==> config.mk <==
export PLATFORM = sky130hd
export DESIGN_NAME = net_packet_decoder
export DESIGN_NICKNAME = d
export VERILOG_FILES = /design/src/rtl/net_packet_decoder.sv
export SDC_FILE = /design/constraint.sdc
export NUM_CORES = 1
export LEC_CHECK = 0
export CAP_MARGIN = 20
export CORE_MARGIN = 2
export CORE_UTILIZATION = 40
export DETAILED_ROUTE_END_ITERATION = 8
export HOLD_SLACK_MARGIN = 0.15
export PLACE_DENSITY = 0.83
export SLEW_MARGIN = 0
export SYNTH_ARGS = -nofsm -noshare
export SYNTH_HDL_FRONTEND = slang
export SYNTH_SLANG_ARGS = --single-unit
==> constraint.sdc <==
create_clock -name clk -period 1.8 [get_ports clk]
set_input_delay 0.27 -clock clk [delete_from_list [all_inputs] [get_ports clk]]
set_output_delay 0.27 -clock clk [all_outputs]
set_load 0.02 [all_outputs]
==> src/rtl/net_packet_decoder.sv <==
// Network packet decoder: turns addressed packets into imem/register-file/PC/barrier
// writes and runs a HALTED/RUN state machine with saturating packet and drop counters.
module net_packet_decoder #(
  parameter logic [9:0] core_id_p         = 10'h001,
  parameter int         imem_addr_width_p = 10,
  parameter int         mask_length_p     = 3
) (
  input  logic                         clk,
  input  logic                         reset,
  input  logic [60:0]                  net_packet_i,
  input  logic                         halt_i,
  output logic                         imem_we_o,
  output logic [imem_addr_width_p-1:0] imem_addr_o,
  output logic [31:0]                  imem_data_o,
  output logic                         rf_we_o,
  output logic [4:0]                   rf_addr_o,
  output logic [31:0]                  rf_data_o,
  output logic                         pc_we_o,
  output logic [imem_addr_width_p-1:0] pc_o,
  output logic [mask_length_p-1:0]     barrier_mask_o,
  output logic                         run_o,
  output logic [15:0]                  pkt_count_o,
  output logic [15:0]                  drop_count_o
);

  typedef enum logic [0:0] {
    ST_HALTED = 1'b0,
    ST_RUN    = 1'b1
  } state_e;

  localparam logic [2:0] OP_NULL  = 3'd0;
  localparam logic [2:0] OP_INSTR = 3'd1;
  localparam logic [2:0] OP_REG   = 3'd2;
  localparam logic [2:0] OP_PC    = 3'd3;
  localparam logic [2:0] OP_BAR   = 3'd4;
  localparam logic [9:0] BCAST_ID = 10'h3FF;

  function automatic logic [15:0] sat_inc(input logic [15:0] value);
    if (value == 16'hFFFF) begin
      return value;
    end else begin
      return value + 16'd1;
    end
  endfunction

  state_e                         state_q, state_d;
  logic                           imem_we_q, imem_we_d;
  logic [imem_addr_width_p-1:0]   imem_addr_q, imem_addr_d;
  logic [31:0]                    imem_data_q, imem_data_d;
  logic                           rf_we_q, rf_we_d;
  logic [4:0]                     rf_addr_q, rf_addr_d;
  logic [31:0]                    rf_data_q, rf_data_d;
  logic                           pc_we_q, pc_we_d;
  logic [imem_addr_width_p-1:0]   pc_q, pc_d;
  logic [mask_length_p-1:0]       mask_q, mask_d;
  logic [15:0]                    pkt_count_q, pkt_count_d;
  logic [15:0]                    drop_count_q, drop_count_d;

  logic [9:0]                     pkt_id;
  logic [2:0]                     pkt_op;
  logic [imem_addr_width_p-1:0]   pkt_addr;
  logic [31:0]                    pkt_data;
  logic                           addressed;
  logic                           pc_load;
  logic                           pkt_inc;
  logic                           drop_inc;

  assign pkt_id    = net_packet_i[60:51];
  assign pkt_op    = net_packet_i[50:48];
  assign pkt_addr  = net_packet_i[32 +: imem_addr_width_p];
  assign pkt_data  = net_packet_i[31:0];
  assign addressed = (pkt_op != OP_NULL) && ((pkt_id == core_id_p) || (pkt_id == BCAST_ID));
  // A PC packet overrides a simultaneous halt request.
  assign pc_load   = addressed && (pkt_op == OP_PC);

  // Next-state, write decode and counter update.
  always_comb begin
    state_d      = state_q;
    imem_we_d    = 1'b0;
    imem_addr_d  = imem_addr_q;
    imem_data_d  = imem_data_q;
    rf_we_d      = 1'b0;
    rf_addr_d    = rf_addr_q;
    rf_data_d    = rf_data_q;
    pc_we_d      = 1'b0;
    pc_d         = pc_q;
    mask_d       = mask_q;
    pkt_count_d  = pkt_count_q;
    drop_count_d = drop_count_q;
    pkt_inc      = 1'b0;
    drop_inc     = 1'b0;

    if (reset) begin
      state_d      = ST_HALTED;
      imem_addr_d  = {imem_addr_width_p{1'b0}};
      imem_data_d  = 32'h0000_0000;
      rf_addr_d    = 5'd0;
      rf_data_d    = 32'h0000_0000;
      pc_d         = {imem_addr_width_p{1'b0}};
      mask_d       = {mask_length_p{1'b0}};
      pkt_count_d  = 16'h0000;
      drop_count_d = 16'h0000;
    end else begin
      if (addressed) begin
        case (pkt_op)
          OP_INSTR: begin
            if (state_q == ST_HALTED) begin
              imem_we_d   = 1'b1;
              imem_addr_d = pkt_addr;
              imem_data_d = pkt_data;
              pkt_inc     = 1'b1;
            end else begin
              drop_inc    = 1'b1;
            end
          end
          OP_REG: begin
            if (state_q == ST_HALTED) begin
              rf_we_d   = 1'b1;
              rf_addr_d = pkt_data[4:0] & 5'd0 | net_packet_i[36:32];
              rf_data_d = pkt_data;
              pkt_inc   = 1'b1;
            end else begin
              drop_inc  = 1'b1;
            end
          end
          OP_PC: begin
            pc_we_d = 1'b1;
            pc_d    = pkt_addr;
            mask_d  = pkt_data[mask_length_p-1:0];
            pkt_inc = 1'b1;
          end
          OP_BAR: begin
            mask_d  = pkt_data[mask_length_p-1:0];
            pkt_inc = 1'b1;
          end
          default: begin
            drop_inc = 1'b1;
          end
        endcase
      end else begin
        pkt_inc  = 1'b0;
        drop_inc = 1'b0;
      end

      if (pc_load) begin
        state_d = ST_RUN;
      end else if ((state_q == ST_RUN) && halt_i) begin
        state_d = ST_HALTED;
      end else begin
        state_d = state_q;
      end

      if (pkt_inc) begin
        pkt_count_d = sat_inc(pkt_count_q);
      end else begin
        pkt_count_d = pkt_count_q;
      end

      if (drop_inc) begin
        drop_count_d = sat_inc(drop_count_q);
      end else begin
        drop_count_d = drop_count_q;
      end
    end
  end

  // State, strobe and data registers.
  always_ff @(posedge clk) begin
    state_q      <= state_d;
    imem_we_q    <= imem_we_d;
    imem_addr_q  <= imem_addr_d;
    imem_data_q  <= imem_data_d;
    rf_we_q      <= rf_we_d;
    rf_addr_q    <= rf_addr_d;
    rf_data_q    <= rf_data_d;
    pc_we_q      <= pc_we_d;
    pc_q         <= pc_d;
    mask_q       <= mask_d;
    pkt_count_q  <= pkt_count_d;
    drop_count_q <= drop_count_d;
  end

  assign imem_we_o      = imem_we_q;
  assign imem_addr_o    = imem_addr_q;
  assign imem_data_o    = imem_data_q;
  assign rf_we_o        = rf_we_q;
  assign rf_addr_o      = rf_addr_q;
  assign rf_data_o      = rf_data_q;
  assign pc_we_o        = pc_we_q;
  assign pc_o           = pc_q;
  assign barrier_mask_o = mask_q;
  assign run_o          = (state_q == ST_RUN);
  assign pkt_count_o    = pkt_count_q;
  assign drop_count_o   = drop_count_q;

endmodule
==> summary.txt <==
Timing
  • Fin. Hold Viols: 0
  • Setup ws final: -105 ps
  • Fmax: 525 MHz
  • Min cycle time layout: 1910 ps
  • Sum Neg Setup Slack: -436 ps
  • Final setup vio count: 9
  • RSZ-0062 raised after global routing: true
  • Max Slew Vio Count: 0
  • Period Utilization, post-route: 106%
  • Headroom to the max-slew limit: 66.0%
  • Clock skew: 5.90 ps
  • Least-Margin Pin Slew: 510 ps

Synth
  • Post-synth ARST share: 0%
  • Yosys reg bits: 128
  • Area share of the largest cell type after synthesis: 49.6%
  • Net count after synthesis: 708
  • Synth Area in XOR/XNOR: 0.339%
  • Post-Syn Area per Cell: 8.04 sq um
  • Syn Std Cell Area: 5160 sq um
  • Synth Area in Compound Gates: 17.6%
  • Post-synth EDFFs: 0
  • Largest family of logic cells by synthesized area: simple AND/OR/NAND/NOR gates
  • Register area share after synthesis: 49.6%
  • Synth area leaders: dfxtp_1 (50%), nand2_1 (14%), a21oi_1 (11%), clkbuf_1 (2.1%), nand4_1 (1.9%)
  • Synthesized netlist cell count: 642
  • Dominant cell type by area after synthesis: dfxtp_1
  • Most common library cells after synthesis: nand2_1 (196), dfxtp_1 (128), a21oi_1 (117)
  • Fraction of the mapped netlist area in adder cells: 0.485%
  • Fraction of the mapped netlist area in simple logic gates: 26.5%
  • Leading cell type by number of instances after synthesis: nand2_1
  • Synth unique cells: 45
  • Post-synthesis mux area share: 1.48%
  • Yosys warns: 0
  • Synth Flop Type: dfxtp_1

Setup path
  • Slowest Stage Delay on Critical Path: 610 ps
  • Worst Path Arrival: 2210 ps
  • CP max stage cell: or4_4
  • CP top delay family: simple AND/OR/NAND/NOR gates
  • WP depth: 7
  • Crit-path max FO: 5
  • Worst Path Class, Setup: reg2reg
  • CP Capture Type: flip-flop
  • Crit-path most repeated cell: buf_6
  • CP bufs+invs: 2
  • Crit start category: flip-flop
  • Cell Chain, Critical Path: nand4_1 -> or4_4 -> o211ai_4 -> buf_6 -> buf_6 -> mux2i_1 -> nor2_1
  • Data required time of the critical path: 2100 ps
  • Worst reg2reg path depth: 7

Routing
  • Violation count after the first detailed-route iteration: 519
  • Drt pass-1 iters: 4
  • Post-route ant nets: 0
  • Post-DR wirelength/cell: 17.3 um
  • DRC viols: 0
  • Vias per cell: 5.29
  • Post-Route WL: 19.3 mm
  • Via count: 5912

CTS
  • CTS Hold Buffers Added: 0
  • Inserted Clock Buffers: 17
  • Worst-Skew Late Latency: 410 ps
  • CTS clock-pin slew for the worst setup and hold paths: 60 ps
  • CTS tree: built
  • Clk buf depth: 2
  • Htree depth: 4
  • CTS Root Cell: clkbuf_16
  • Clock sink count: 128

Flow run
  • Max-cap viol count: 0

Global route
  • Total gr overflow: 0
  • GR Layer Usage met3: 6.83%
  • Vias in the first global route: 5584
  • First-pass GRT wire length: 28.6 mm
  • Busiest grt layer: met2
  • Met1 Resource Use GR: 31.3%
  • Met2 usage: 43.1%
  • All-Layer GR Usage: 25.9%
  • Initial antenna violation count: 0
  • Largest net degree at the start of global routing: 53

Die
  • Initial Utilization: 40.9%
  • Core ar.: 12600 sq um
  • I/O pins: 192
  • Die area: 13800 sq um
  • Num rows: 41
  • Die Height: 118 um
  • Die W: 118 um

Power and ir drop
  • Pwr Density: 730 nW/um^2
  • Part of the power in combinational logic: 4.7%
  • Max VDD drop: 0.647 mV
  • Sw Share: 20.1%
  • Clock share of power: 53.2%
  • Sw power: 1350 uW
  • Internal: 5380 uW
  • Static leakage: 0.00339 uW
  • Register share of total power: 42.0%

Min path
  • Worst min path class: in2reg
  • Hold Path Depth: 2

Finish
  • Share of layout cells above drive strength 1: 26.6%
  • Ant diodes: 0
  • Final Core Density: 73.1%
  • Area Overhead vs Synth: 78.7%
  • # nets final: 998

Placed design
  • Post-DP HPWL: 11.6 mm
  • Global placement routability congestion: 0.876
  • Port Buf Inserts: 185

Status
  • Failing checks: setup timing
  • Status: finished, violations left
layer usage:
layer	up-vias	routed length (um)
li1	2792	-
met3	44	1230
met4	0	575
met5	-	0
met1	2833	8010
met2	243	9540
cell families (layout without fill, tap and decap cells):
| logic type | count (synthesis) | count (layout) |
|---|---|---|
| and+or+nand+nor | 300 | 300 |
| xor gates and xnor gates | 2 | 2 |
| DFF | 128 | 128 |
| adders and majority gates | 2 | 2 |
| AOI/OAI and AO/OA | 157 | 158 |
| buffers and inverters | 46 | 348 |
| muxes | 7 | 7 |
per-stage QoR:
stage,hold WS [ps],power [uW],std cells,instance area (sq um),setup slack [ps]
2_1_floorplan,410,2970,642,5260,-56.5
3_3_place_gp,437,3180,1057,7980,-633
3_5_place_dp,443,3180,1057,7980,-667
4_1_cts,293,6740,1109,8920,-7.62
5_1_grt,320,6920,1117,9220,-164
6_report,318,6730,1117,9220,-105
placed cells by master, fill, tap and decap left out, types with 3 or more instances in the layout:
master	Yosys	final
bufinv_16	0	4
dlygate4sd2_1	0	5
nor4_4	2	3
nor2b_1	6	5
o21ai_0	17	14
clkbuf_16	0	19
a31o_2	4	4
buf_4	0	97
nor2_1	20	19
clkbuf_1	29	7
a21oi_2	0	22
dfxtp_4	0	4
nand4_1	16	16
buf_6	3	13
nand2b_1	3	3
inv_1	7	7
a21oi_1	117	95
dfxtp_1	128	107
dlymetal6s2s_1	0	7
and3_1	6	5
nand2_4	0	4
clkbuf_2	0	6
nand3_1	15	15
dfxtp_2	0	17
nor3_1	7	5
nand2_2	0	6
buf_12	0	9
or3_1	16	14
clkdlybuf4s50_1	0	163
nand2_1	196	186
final cells by class:
class | instances | area [sq um]
Clock inverter | 6 | 130
Fill cell | 881 | 3400
Timing Repair Buffer | 309 | 3040
Multi-Input combinational cell | 469 | 2740
Sequential cell | 128 | 2600
Clock buffer | 26 | 479
Inverter | 7 | 26.3
Tap cell | 172 | 215
timing repair:
| action | CTS | global route |
|---|---|---|
| gates resized for setup | 46 | 75 |
| buffers inserted | 20 | 6 |
| endpoints found under the setup margin | 112 | 115 |
| cloned | 4 | 4 |
| pin swaps | 30 | 56 |
state kept, by name, indices dropped and copies added (netlist names):
name            cells
barrier_mask_o      3
drop_count_o       16
imem_addr_o        10
imem_data_o        32
imem_we_o           1
pc_o               10
pc_we_o             1
pkt_count_o        16
rf_addr_o           5
rf_data_o          32
rf_we_o             1
run_o               1
power groups by stage:
stage	clock, uW	sequential [uW]	combinational [uW]
6_report	3580	2830	318
5_1_grt	3760	2830	337
4_1_cts	3610	2830	298
3_5_place_dp	0	2890	293
3_3_place_gp	0	2890	292
2_1_floorplan	0	2890	77.3
worst paths after layout:
check	from	end	slack [ps]
worst min-delay path	reset	drop_count_o[4]$_SDFFE_PP0P_	320
worst max-delay path	pkt_count_o[6]$_SDFFE_PP0P_	pkt_count_o[1]$_SDFFE_PP0P_	-110
worst min register to register	rf_data_o[5]$_SDFFE_PP0P_	rf_data_o[5]$_SDFFE_PP0P_	450
worst max register to register	pkt_count_o[6]$_SDFFE_PP0P_	pkt_count_o[1]$_SDFFE_PP0P_	-110
Note: power is estimated with default switching activity, not from simulation.
